### src/rtl/serial_theta_key_engine.sv
// Serial theta/key-add layer for the SWAN round. It processes one column per clock through a
// single shared rotator and supports forward (mode=0) and inverse (mode=1) operation.
module serial_theta_key_engine #(
    parameter int BLOCK_SIZE = 128,
    parameter int PA = 1,
    parameter int PB = 3,
    parameter int PC = 13,
    localparam int SIDE_SIZE = BLOCK_SIZE / 2,
    localparam int COLUMN_SIZE = SIDE_SIZE / 4
) (
    input  logic                 clk,
    input  logic                 rst_n,
    input  logic                 in_valid,
    output logic                 in_ready,
    input  logic                 mode,
    input  logic [SIDE_SIZE-1:0] x,
    input  logic [SIDE_SIZE-1:0] rk,
    output logic                 out_valid,
    input  logic                 out_ready,
    output logic [SIDE_SIZE-1:0] y
);
    // state | meaning
    // IDLE  | waiting for a transaction, in_ready=1
    // BUSY  | one column per cycle, cnt 0..3
    // DONE  | result presented, held until out_ready
    localparam int RW = (COLUMN_SIZE > 1) ? $clog2(COLUMN_SIZE) : 1;

    typedef enum logic [1:0] {S_IDLE, S_BUSY, S_DONE} state_t;

    state_t                 state, state_nxt;
    logic [SIDE_SIZE-1:0]   x_reg, rk_reg, y_reg;
    logic                   mode_reg;
    logic [1:0]             cnt;
    logic                   out_valid_reg;
    logic                   accept;
    logic [1:0]             col_sel;
    int                     col_base;
    logic [COLUMN_SIZE-1:0] col_x, col_rk, rot_in, rot_out, col_res;
    logic [RW-1:0]          rot_amt, amt;

    always_comb begin
        state_nxt = state;
        in_ready  = 1'b0;
        case (state)
            S_IDLE: begin
                in_ready = 1'b1;
                if (in_valid) state_nxt = S_BUSY;
            end
            S_BUSY: begin
                if (cnt == 2'd3) state_nxt = S_DONE;
            end
            S_DONE: begin
                if (out_ready) begin
                    in_ready  = 1'b1;
                    state_nxt = in_valid ? S_BUSY : S_IDLE;
                end
            end
            default: state_nxt = S_IDLE;
        endcase
    end

    assign accept = in_valid & in_ready;

    // Column 0 sits in the most significant bits, so column cnt lives at slot 3-cnt.
    always_comb begin
        col_sel  = 2'd3 - cnt;
        col_base = int'(col_sel) * COLUMN_SIZE;
        col_x    = x_reg[col_base +: COLUMN_SIZE];
        col_rk   = rk_reg[col_base +: COLUMN_SIZE];
        case (cnt)
            2'd0:    rot_amt = RW'(PC);
            2'd1:    rot_amt = RW'(PB);
            2'd2:    rot_amt = RW'(PA);
            default: rot_amt = '0;
        endcase
        // Inverse rotates left, which is a right rotate by the complement amount.
        if (mode_reg && rot_amt != '0)
            amt = RW'(COLUMN_SIZE - int'(rot_amt));
        else
            amt = rot_amt;
        rot_in  = mode_reg ? (col_x ^ col_rk) : col_x;
        rot_out = COLUMN_SIZE'({rot_in, rot_in} >> amt);
        col_res = mode_reg ? rot_out : (rot_out ^ col_rk);
    end

    always_ff @(posedge clk or negedge rst_n) begin
        if (!rst_n)
            state <= S_IDLE;
        else
            state <= state_nxt;
    end

    always_ff @(posedge clk or negedge rst_n) begin
        if (!rst_n) begin
            x_reg         <= '0;
            rk_reg        <= '0;
            mode_reg      <= 1'b0;
            cnt           <= 2'd0;
            y_reg         <= '0;
            out_valid_reg <= 1'b0;
        end else begin
            if (accept) begin
                x_reg    <= x;
                rk_reg   <= rk;
                mode_reg <= mode;
                cnt      <= 2'd0;
            end else if (state == S_BUSY) begin
                y_reg[col_base +: COLUMN_SIZE] <= col_res;
                cnt                            <= cnt + 2'd1;
            end
            if (state == S_BUSY && cnt == 2'd3)
                out_valid_reg <= 1'b1;
            else if (state == S_DONE && out_ready)
                out_valid_reg <= 1'b0;
        end
    end

    assign out_valid = out_valid_reg;
    assign y         = y_reg;

endmodule

### config.mk
export PLATFORM = sky130hd
export DESIGN_NAME = serial_theta_key_engine
export DESIGN_NICKNAME = d
export VERILOG_FILES = /design/src/rtl/serial_theta_key_engine.sv
export SDC_FILE = /design/constraint.sdc
export NUM_CORES = 1
export LEC_CHECK = 0
export ABC_AREA = 1
export CAP_MARGIN = 10
export CORE_AREA = 3 3 116 174
export CTS_CLUSTER_SIZE = 30
export DETAILED_ROUTE_END_ITERATION = 10
export DIE_AREA = 0 0 119 177
export HOLD_SLACK_MARGIN = 0.12
export PLACE_DENSITY_LB_ADDON = 0.05
export SKIP_CTS_REPAIR_TIMING = 1
export SLEW_MARGIN = 20
export SYNTH_ARGS = -nofsm -noshare
export SYNTH_HDL_FRONTEND = slang
export SYNTH_SLANG_ARGS = --single-unit
### constraint.sdc
create_clock -name clk -period 3.95 [get_ports clk]
set_input_delay 0.395 -clock clk [delete_from_list [all_inputs] [get_ports clk]]
set_output_delay 0.395 -clock clk [all_outputs]
set_load 0.02 [all_outputs]
* Word level (Yosys, flattened, before mapping)
Index checks and enable logic that the tools add are counted.
Storage, ports and cells: flip-flop bits (word level) 198, bits of input ports 133, word-level logic and storage cells 54
Cells by class: add/subtract/negate cells 4, equality and inequality tests 8, shift operators 5, muxes and demuxes 16, bitwise operators 4, reductions and logical operators 10
Operators by type and width (number):
- 64-bit by 7-bit indexed part select with 16-bit output | 2
- 64-bit bitwise mux | 1
- 16-bit by 33-bit variable shift with 64-bit output (first input constant) | 1
- 16-bit by 33-bit indexed part select with 64-bit output | 1
- 6-bit negation with 33-bit output | 1
- 16-bit two-way mux | 2
- 32-bit by 4-bit >> shifter with 16-bit output | 1
- 16-bit XOR | 2
- 4-bit case mux with 3 select lines | 1
- 2-bit two-way mux | 5
- 2-bit equality test (second input constant) | 3
- 2-bit != test (second input constant) | 3
- 2-bit case mux with 3 select lines | 1
- 2-bit by 1-bit equality test with 1-bit output (second input constant) | 2
- 2-bit logical NOT | 2
- 1-bit two-way mux | 4
- 4-bit two-way mux | 1
- 2-bit nonzero test | 2
- 4-bit nonzero test | 1
- 1-bit by 4-bit subtractor with 4-bit output (first input constant) | 1
- 1-bit logical AND | 3
- 3-bit AND reduction | 1
- 2-bit by 1-bit adder with 2-bit output (second input constant) | 1
- 1-bit case mux with 2 select lines | 1
- other kinds (4) | 4

* Logic depth before layout (Yosys ltp)
Gate-level depths: netlist (run 1).
depth after elaboration 10, mapped depth 16, mapped depth without buffers 15

* Least setup slack after synthesis (run 1)
No wires, ideal clock.
path kind reg2reg, start point reg cnt[0], end point reg y_reg[54], in the netlist y[54], arrival 2.453 ns, required time 3.884 ns, setup slack 1.431 ns, stages on the path, launching flop included 16, period minus slack after synthesis 2.519 ns, cell sequence dfrtp_1 > inv_2 > buf_4 > buf_2 > clkbuf_1 > ha_1 > inv_1 > o21ai_4 > inv_2 > buf_2 > nand3_1 > nand2_1 > nand2_1 > nand2_1 > nand4_1 > nand2_1
Between the ends: cells in the longest elaborated chain, start to end 10
RTL lines:
- start: declaration | line 33 | logic [1:0] cnt;
- start signal: assignment | line 109 | cnt <= cnt + 2'd1;
- parallel branches: the longest is 9 deep, another holds 2-bit subtractor
- 64-bit bitwise mux * | line 108 | y_reg[col_base +: COLUMN_SIZE] <= col_res;
- end signal: indexed assignment | line 108
- end: declaration | line 31 | logic [SIDE_SIZE-1:0] x_reg, rk_reg, y_reg;
Mark *: on every way between the ends. A chain may end at the register's enable or synchronous reset.

* Final worst setup path (run 1)
start point reg cnt[1], end point reg y_reg[23], in the netlist y[23]
The elaborated chain is that of the path after synthesis.

==> results.yml, run 1 <==
detailed_routing:
  wl_per_cell_um: 16.8
  viasPerCell: 5.43
  vias: 10565
  drtIter0Drc: 1098
  ant_nets: 0
  drcViolationCount: 0
  firstDrtPassIters: 6
  wl_um: 32600
global_routing:
  grt_pass1_wl_um: 52900
  grt_max_degree: 100
  grt_pass1_vias: 10116
  globalRouteOverflowTotal: 0
  grt_usage: 0.319
  antenna_found_initial: 0
setup_path:
  cp_max_fo: 23
  setup.worst_path.start: "cnt[1]$_DFFE_PN0P_"
  critPathLaunchType: "flip-flop"
  crit_type: "reg -> reg"
  arrival_ns: 3.36
  reg2reg_from: "cnt[1]$_DFFE_PN0P_"
  worstSetupEndpointType: "flip-flop"
  r2r_slack_ns: 0.99
  cp.required_ns: 4.34
sta:
  finalHoldViolations: 0
  tightest_slew_ns: 0.995
  max_slew_margin: 0.336
  fin_setup_tns_ns: 0
  finalSetupViolCount: 0
  clock_skew_ns: 0.0108
  fin_crit_sh: 0.751
  finalCriticalPeriod_ns: 2.96
  rsz0062_at_grt: "no"
  finalMaxSlewViolations: 0
  worst_slack_ns: 0.985
  max_freq_mhz: 337
logic_synthesis:
  yosysWarnings: 0
  syn_nets: 1669
  synth.distinct_cells: 24
  yosysSeqAreaShare: 0.466
  syn_area_per_cell_um2: 6.95
  synth_cells: 1529
  syn-cell-area_um2: 10600
  synth_seq_cells: 198
power:
  leakage_uw: 0.00708
  powerDensity_nw_per_um2: 971
  max-vdd-ir-drop_v: 0.000595
final_layout:
  layout_commonest_cell: "nand2_1"
  fillers: 1526
  drive_gt1_frac: 0.0407
  final_cell_mix: "nand2_1, nand3_1, clkdlybuf4s50_1"
  finalCoreUtilization: 0.709
  nets: 1821
  antenna_cells: 0
  area_delta_synth_final_pct: 24.7
placed_design:
  globalplace.congestion: 0.919
  hpwl_um: 24200
  place_ws_ns: 1.09
  port_buffers: 198
worst_hold_path:
  hp-class: "in -> reg"
  min_from: "rk[51]"
clock_tree:
  cts_tree: "yes"
  cts.clk_slew.worst_paths_ns: 0.08
  cts-root-buf: "clkbuf_16"
  numCtsBuffers: 17
  clock_path_buffers: 2
  clock_latency_ns: 0.46
  cts_max_level: 4
  cts.sinks: 198
floorplan:
  rows: 61
  dieArea_um2: 21100
  die_w_um: 119
  start_util: 0.569
  core_um2: 18700
  io_pins: 199
  fp.dieH_um: 177
run_status:
  status: "completed"
flow_run:
  cap_violations: 0
-- power by group --
group          internal, uW  switching, uW
clock network           838            860
registers              2940            591
logic                  2390           5250
-- path summary, 6_finish.rpt --
path                                     endpoint  cells after the start
max in group asynchronous  rk_reg[52]$_DFFE_PN0P_                      3
setup / recovery                y[23]$_DFFE_PN0P_                     12
min in group asynchronous        y[1]$_DFFE_PN0P_                      2
hold / removal             rk_reg[51]$_DFFE_PN0P_                      3
hold reg to reg              x_reg[0]$_DFFE_PN0P_                      2
setup reg to reg                y[23]$_DFFE_PN0P_                     12
-- logic make-up (layout without fill, tap and decap cells) --
family | after synthesis | in the layout | share of synthesized area
AOI/OAI and AO/OA | 40 | 40 | 0.0201
xor gates and xnor gates | 1 | 1 | 0.00259
adders and majority gates | 7 | 7 | 0.00824
buffers and inverters | 150 | 315 | 0.0646
DFF | 198 | 198 | 0.466
and+or+nand+nor | 1133 | 1133 | 0.438
-- metrics by stage --
step / std cells / total power (uW) / hold WS [ns] / cell area (um^2)
3_5_place_dp: 1913 / 11000 / 0.465 / 12700
5_1_grt: 1946 / 13900 / 0.478 / 13300
4_1_cts: 1945 / 12800 / 0.0236 / 13200
6_report: 1946 / 12900 / 0.465 / 13300
3_3_place_gp: 1913 / 10900 / 0.463 / 12700
2_1_floorplan: 1529 / 8610 / 0.0994 / 10600
-- cells in the mapped netlist --
| master | number | area, um^2 |
|---|---|---|
| nor2_1 | 6 | 22.5 |
| a21oi_1 | 2 | 10.0 |
| o31ai_1 | 1 | 7.51 |
| o21ai_0 | 36 | 180 |
| nor3_1 | 4 | 20.0 |
| clkbuf_1 | 39 | 146 |
| inv_6 | 1 | 8.76 |
| nor4_2 | 1 | 12.5 |
| nand2_1 | 854 | 3210 |
| dfrtp_1 | 198 | 4950 |
| xor2_4 | 1 | 27.5 |
| inv_1 | 57 | 214 |
| nor2_4 | 2 | 22.5 |
| nand3_1 | 232 | 1160 |
| buf_2 | 29 | 145 |
| nand2_2 | 1 | 6.26 |
| ha_1 | 7 | 87.6 |
| o21ai_4 | 1 | 16.3 |
| buf_1 | 1 | 3.75 |
| inv_2 | 6 | 22.5 |
| buf_6 | 5 | 56.3 |
| nand2_4 | 1 | 11.3 |
| buf_4 | 12 | 90.1 |
| nand4_1 | 32 | 200 |
-- cell type report --
cell class | count | area, um^2 | share of cell area
repair buffers | 219 | 2170 | 0.164
clock inverters | 14 | 140 | 0.0106
well taps | 252 | 315 | 0.0238
inverters | 64 | 248 | 0.0187
multi-input cells | 1181 | 4990 | 0.377
clock buffers | 18 | 429 | 0.0324
flip-flops and latches | 198 | 4960 | 0.374
-- layer usage --
layer | part of all wire | GRT usage
met1 | 0.40 | 0.407
met2 | 0.49 | 0.529
met3 | 0.058 | 0.0441
met4 | 0.052 | 0.167
met5 | 0 | 0
-- worst max-delay path, cell delays in order, from the launching register on --
cell     delay, ns
dfrtp_2       0.57
ha_1          0.28
inv_2         0.31
nand2_4       0.11
xor2_4        0.45
inv_2         0.26
nand3_1       0.22
nand3_1       0.18
nand2_1       0.10
nand2_1       0.05
nand2_1       0.16
nand4_1       0.11
nand2_1       0.08
Power figures use the tool's default switching activity.
==> inputs of run 2 (changes only) <==
Settings changed: CORE_AREA 3 3 116 174 to 3 3 120 180, DIE_AREA 0 0 119 177 to 0 0 123 183.
Clock period 3.95 ns to 2.9 ns, I/O delays scaled along.
==> run 2 against run 1 <==
Against the previous run: combinational power increased by 39%; total power rose by 38%; worst hold slack lost 0.086 ns; wire length up 1.5%; first-iteration DRC count shrank 14%; sequential power up 35%; fmax grew 14%; non-clock buffer count rose by 6; largest power group unchanged; critical path depth stayed put; design area up 1.3%; sequential cell count unchanged; clock power is 43% higher.
==> results.yml, run 2 (synthesized netlist as in run 1, its figures left out) <==
run_status:
  status: "completed"
global_routing:
  grt_max_degree: 100
  antenna_found_initial: 0
  grt_usage: 0.303
  globalRouteOverflowTotal: 0
  grt_pass1_wl_um: 52400
  grt_pass1_vias: 9932
placed_design:
  port_buffers: 198
  hpwl_um: 24500
  globalplace.congestion: 0.951
  post-place-cells: 1931
power:
  p_total_uw: 17800
  leakage_uw: 0.00714
  max-vdd-ir-drop_v: 0.000592
  powerDensity_nw_per_um2: 1320
sta:
  clock_skew_ns: 0.0101
  finalSetupViolCount: 0
  rsz0062_at_grt: "no"
  tightest_slew_ns: 0.671
  finalMaxSlewViolations: 0
  finalCriticalPeriod_ns: 2.60
  max_slew_margin: 0.553
  fin_setup_tns_ns: 0
  max_freq_mhz: 384
  finalHoldViolations: 0
  fin_crit_sh: 0.898
setup_path:
  worstSetupEndpointType: "flip-flop"
  crit_chain: "buf_4 > nand3_1 > nand2_1 > nand3_1 > nand3_1 > nand3_1 > nand3_1 > nand2_1 > nand2_1 > nand2_1 > nand3_1 > nand2_1"
  max_stage_delay_ns: 0.55
  arrival_ns: 2.92
  crit_type: "reg -> reg"
  cp_slowest_cell: "buf_4"
  cpMostUsedCell: "nand3_1"
  cp_max_fo: 62
  cp.required_ns: 3.22
  critPathLaunchType: "flip-flop"
final_layout:
  layout_commonest_cell: "nand2_1"
  final_cell_mix: "nand2_1, nand3_1, clkdlybuf4s50_1"
  final_cells: 1962
  nets: 1827
  antenna_cells: 0
  drive_gt1_frac: 0.0424
  multi_input_area_um2: 4990
  fillers: 1774
  register_area_um2: 4960
  area_delta_synth_final_pct: 26.3
detailed_routing:
  wl_um: 33100
  wl_per_cell_um: 16.9
  viasPerCell: 5.34
  drtIter0Drc: 943
  vias: 10481
  ant_nets: 0
  firstDrtPassIters: 5
  drcViolationCount: 0
clock_tree:
  numCtsBuffers: 17
  clock_path_buffers: 2
  cts_max_level: 4
  cts_tree: "yes"
  cts-root-buf: "clkbuf_16"
  clock_latency_ns: 0.44
  cts.sinks: 198
  cts.clk_slew.worst_paths_ns: 0.07
floorplan:
  dieArea_um2: 22500
  rows: 64
  die_w_um: 123
  start_util: 0.525
  fp.dieH_um: 183
  io_pins: 199
  core_um2: 20300
worst_hold_path:
  hp-class: "in -> reg"
flow_run:
  cap_violations: 0
==> run 2: cell count changes in the layout (fill, tap and decap cells not counted), moves of 2 or more <==
| cell | delta |
|---|---|
| inv_6 | -4 |
| buf_12 | +7 |
| clkinv_8 | -3 |
| clkinvlp_4 | +3 |
| bufinv_16 | +3 |
| clkinv_2 | -2 |
==> run 2: worst max-delay path, delay by kind of cell (launching register included) <==
family / cells / cell delay [ns]
buffers and inverters: 1 / 0.55
DFF: 1 / 0.40
and+or+nand+nor: 11 / 1.51
==> run 2: per-stage QoR <==
step	area [um^2]	hold WS, ns	utilization	setup WS, ns
final	13400	0.379	0.663	0.297
after global routing	13400	0.374	0.663	0.164
after CTS	13400	-0.124	0.662	0.344
after detailed placement	12800	0.348	0.633	0.364
after global placement	12800	0.344	0.633	0.392
after floorplan	10600	-0.00559	-	0.381
==> run 2: path summary, 6_finish.rpt <==
check,startpoint,endpoint,slack [ns],cells past startpoint
min,rk[48],rk_reg[48]$_DFFE_PN0P_,0.38,3
max in group asynchronous,rst_n,x_reg[18]$_DFFE_PN0P_,1.72,3
min reg2reg,y[11]$_DFFE_PN0P_,y[11]$_DFFE_PN0P_,0.48,2
max reg2reg,cnt[1]$_DFFE_PN0P_,y[40]$_DFFE_PN0P_,0.30,12
min in group asynchronous,rst_n,y[1]$_DFFE_PN0P_,0.43,2
max,cnt[1]$_DFFE_PN0P_,y[40]$_DFFE_PN0P_,0.30,12
==> run 2: cell type report <==
| class | count | share of cell area |
|---|---|---|
| Multi-Input combinational cell | 1181 | 0.372 |
| Sequential cell | 198 | 0.369 |
| Timing Repair Buffer | 225 | 0.172 |
| Clock buffer | 20 | 0.0333 |
| Tap cell | 264 | 0.0246 |
| Inverter | 64 | 0.0185 |
| Clock inverter | 10 | 0.0110 |
==> run 2: layer usage <==
layer,global-route usage,up-vias,share of wire
li1,-,5140,-
met3,0.0432,75,0.054
met4,0.152,0,0.050
met5,0,-,0
met2,0.497,434,0.50
met1,0.390,4832,0.40
==> run 2: report_power, final <==
group	internal [uW]	total [uW]	leakage [uW]	switching, uW
Sequential	4000	4770	0.00253	764
Combinational	3390	10600	0.00434	7190
Clock	1380	2430	0.000279	1050
==> variant: new RTL, flow settings as in run 2 <==
Set the parameter `BLOCK_SIZE` to 64 (it was 128).
--- a/src/rtl/serial_theta_key_engine.sv
+++ b/src/rtl/serial_theta_key_engine.sv
@@ -1,7 +1,7 @@
 // Serial theta/key-add layer for the SWAN round. It processes one column per clock through a
 // single shared rotator and supports forward (mode=0) and inverse (mode=1) operation.
 module serial_theta_key_engine #(
-    parameter int BLOCK_SIZE = 128,
+    parameter int BLOCK_SIZE = 64,
     parameter int PA = 1,
     parameter int PB = 3,
     parameter int PC = 13,
Ports: changed (resized rk, x and y); port bits go from 199 to 103. No check against the original RTL was run, so the function may have changed too.
==> variant against run 2 <==
  * Setup slack improved by 47 ps
  * Wire length fell by 49%
  * Final cell count fell by 46%
  * Synthesized area fell by 48%
  * Worst hold slack improved by 98 ps
  * Combinational power fell by 46%
  * Global-route usage fell by 15 points
  * Sequential power fell by 47%
  * First-iteration DRC count fell by 76%
  * Sequential cell count fell by 96
  * Total power fell by 47%
  * Final area fell by 47%
  * Clock power fell by 51%
  * Synthesized cell count fell by 55%
==> variant: results (changes against run 2) <==
status=complete, no violations; WL per Instance=16.04 um (-5.1%); diode count=0 (unchanged); Placer Congestion=0.8375 (-12%); CTS Buf Count=9 (-8); largest net degree at the start of global routing=65 (-35%); syn nets=761 (-54%); Synth async-reset ratio=100.0% (unchanged); Worst setup SP type=flop; vias in the first global route=5,040 (-49%); top area cells in the synthesized netlist=dfrtp_1, nand2_1, nand3_1; Placed Instances=1,034 (-46%); dpl cell area=6860 um^2 (-46%); Clock transition at path regs=80 ps; Root Buffer Master=clkbuf_16; syn_area_per_cell=8.120 um^2 (+17%); first-pass GRT wire length=27,510 um (-47%); worst vdd ir=0.3165 mV (-47%); CTS max path bufs=2 (unchanged); Max FO, Critical Path=28 (-55%); GRT Overall Usage=15.61% (-15 points); Initial DRC Count=222 (-76%); Slew headroom=58.42% (+3.2 points); wire length reported by the detailed router=16,850 um (-49%); DP HPWL=13,040 um (-47%); Pwr Density=1319 nW/um^2 (-0.38%); Yosys warnings=0 (unchanged); Commonest cells post-synth=nand2_1, nand3_1, dfrtp_1; Via density=4.617 (-14%); Hold WC Path Type=input pin to async pin; NumNets Final=857 (-53%); Port Buf Inserts=102 (-48%); Cell variety after synth=28 (+17%); Fill cells=2,134 (+20%); layout cell share with drive strength beyond 1=12.71% (+8.5 points); pre-CTS WS=348.1 ps (-15.82 ps); drt first pass iters=4 (-1); Max H-tree Level=3 (-1); sequential-to-total area share from yosys stat=45.82% (-0.78 points); Pleak=3.512 nW (-51%); initial antenna violation count=0 (unchanged); worst-case clock skew=10.72 ps (+0.6559 ps); Clock Latency Late Sink=360 ps (-80 ps)
[variant: cell types whose count changed in the layout (fill, tap and decap cells not counted), sizes merged, moves of 27 or more]
cell and delta:
clkdlybuf4s50 -96, dfrtp -96, inv -27, mux2 +48, nand2 -583, nand3 -112, o21ai -33
[variant: path summary, 6_finish.rpt]
path,cells after the start,slack [ps],to,from
worst max-delay path,11,340,y[26],cnt[0]
max in group asynchronous,3,1680,x_reg[6],rst_n
worst max register to register,11,340,y[26],cnt[0]
min in group clk,2,480,y[7],y[7]
worst min register to register,2,480,y[7],y[7]
worst min-delay path,2,480,y[2],rst_n
[variant: layer usage]
layer | share of wire [%] | GRT usage [%]
met1 | 42 | 19.65
met4 | 3.8 | 6.829
met3 | 4.4 | 2.561
met2 | 50 | 26.20
met5 | 0 | 0
[variant: area by class of cell]
cell class	instances	area share, %
multi-input cells	513	37.23
flip-flops and latches	102	35.69
repair buffers	117	16.38
well taps	264	4.619
clock buffers	9	3.149
inverters	39	2.152
clock inverters	7	0.7873
[variant: cell families (layout without fill, tap and decap cells)]
kind of cell / count (synthesis) / count (layout) / synth area share (%)
compound gates: 24 / 24 / 2.291
xor+xnor: 1 / 1 / 0.4942
fa+ha+maj: 6 / 6 / 1.348
buf+inv: 71 / 172 / 6.424
flops: 102 / 102 / 45.82
mux: 48 / 48 / 9.704
simple gates: 434 / 434 / 33.92
[variant: report_power, final]
| group | switching, mW | internal, mW | total [mW] |
|---|---|---|---|
| Combinational | 3.68 | 2.05 | 5.73 |
| Sequential | 0.437 | 2.09 | 2.53 |
| Clock | 0.585 | 0.594 | 1.18 |
| Total | 4.70 | 4.73 | 9.43 |
[variant: worst max-delay path, cell delays in order, from the launching register on]
cell     delay, ps
dfrtp_1        560
inv_6          160
ha_1           420
inv_1          120
o21ai_2        350
inv_1          230
nand3_1        160
nand2_1         60
nand2_1         70
nand2_2        130
nand4_1        110
nand2_1         60
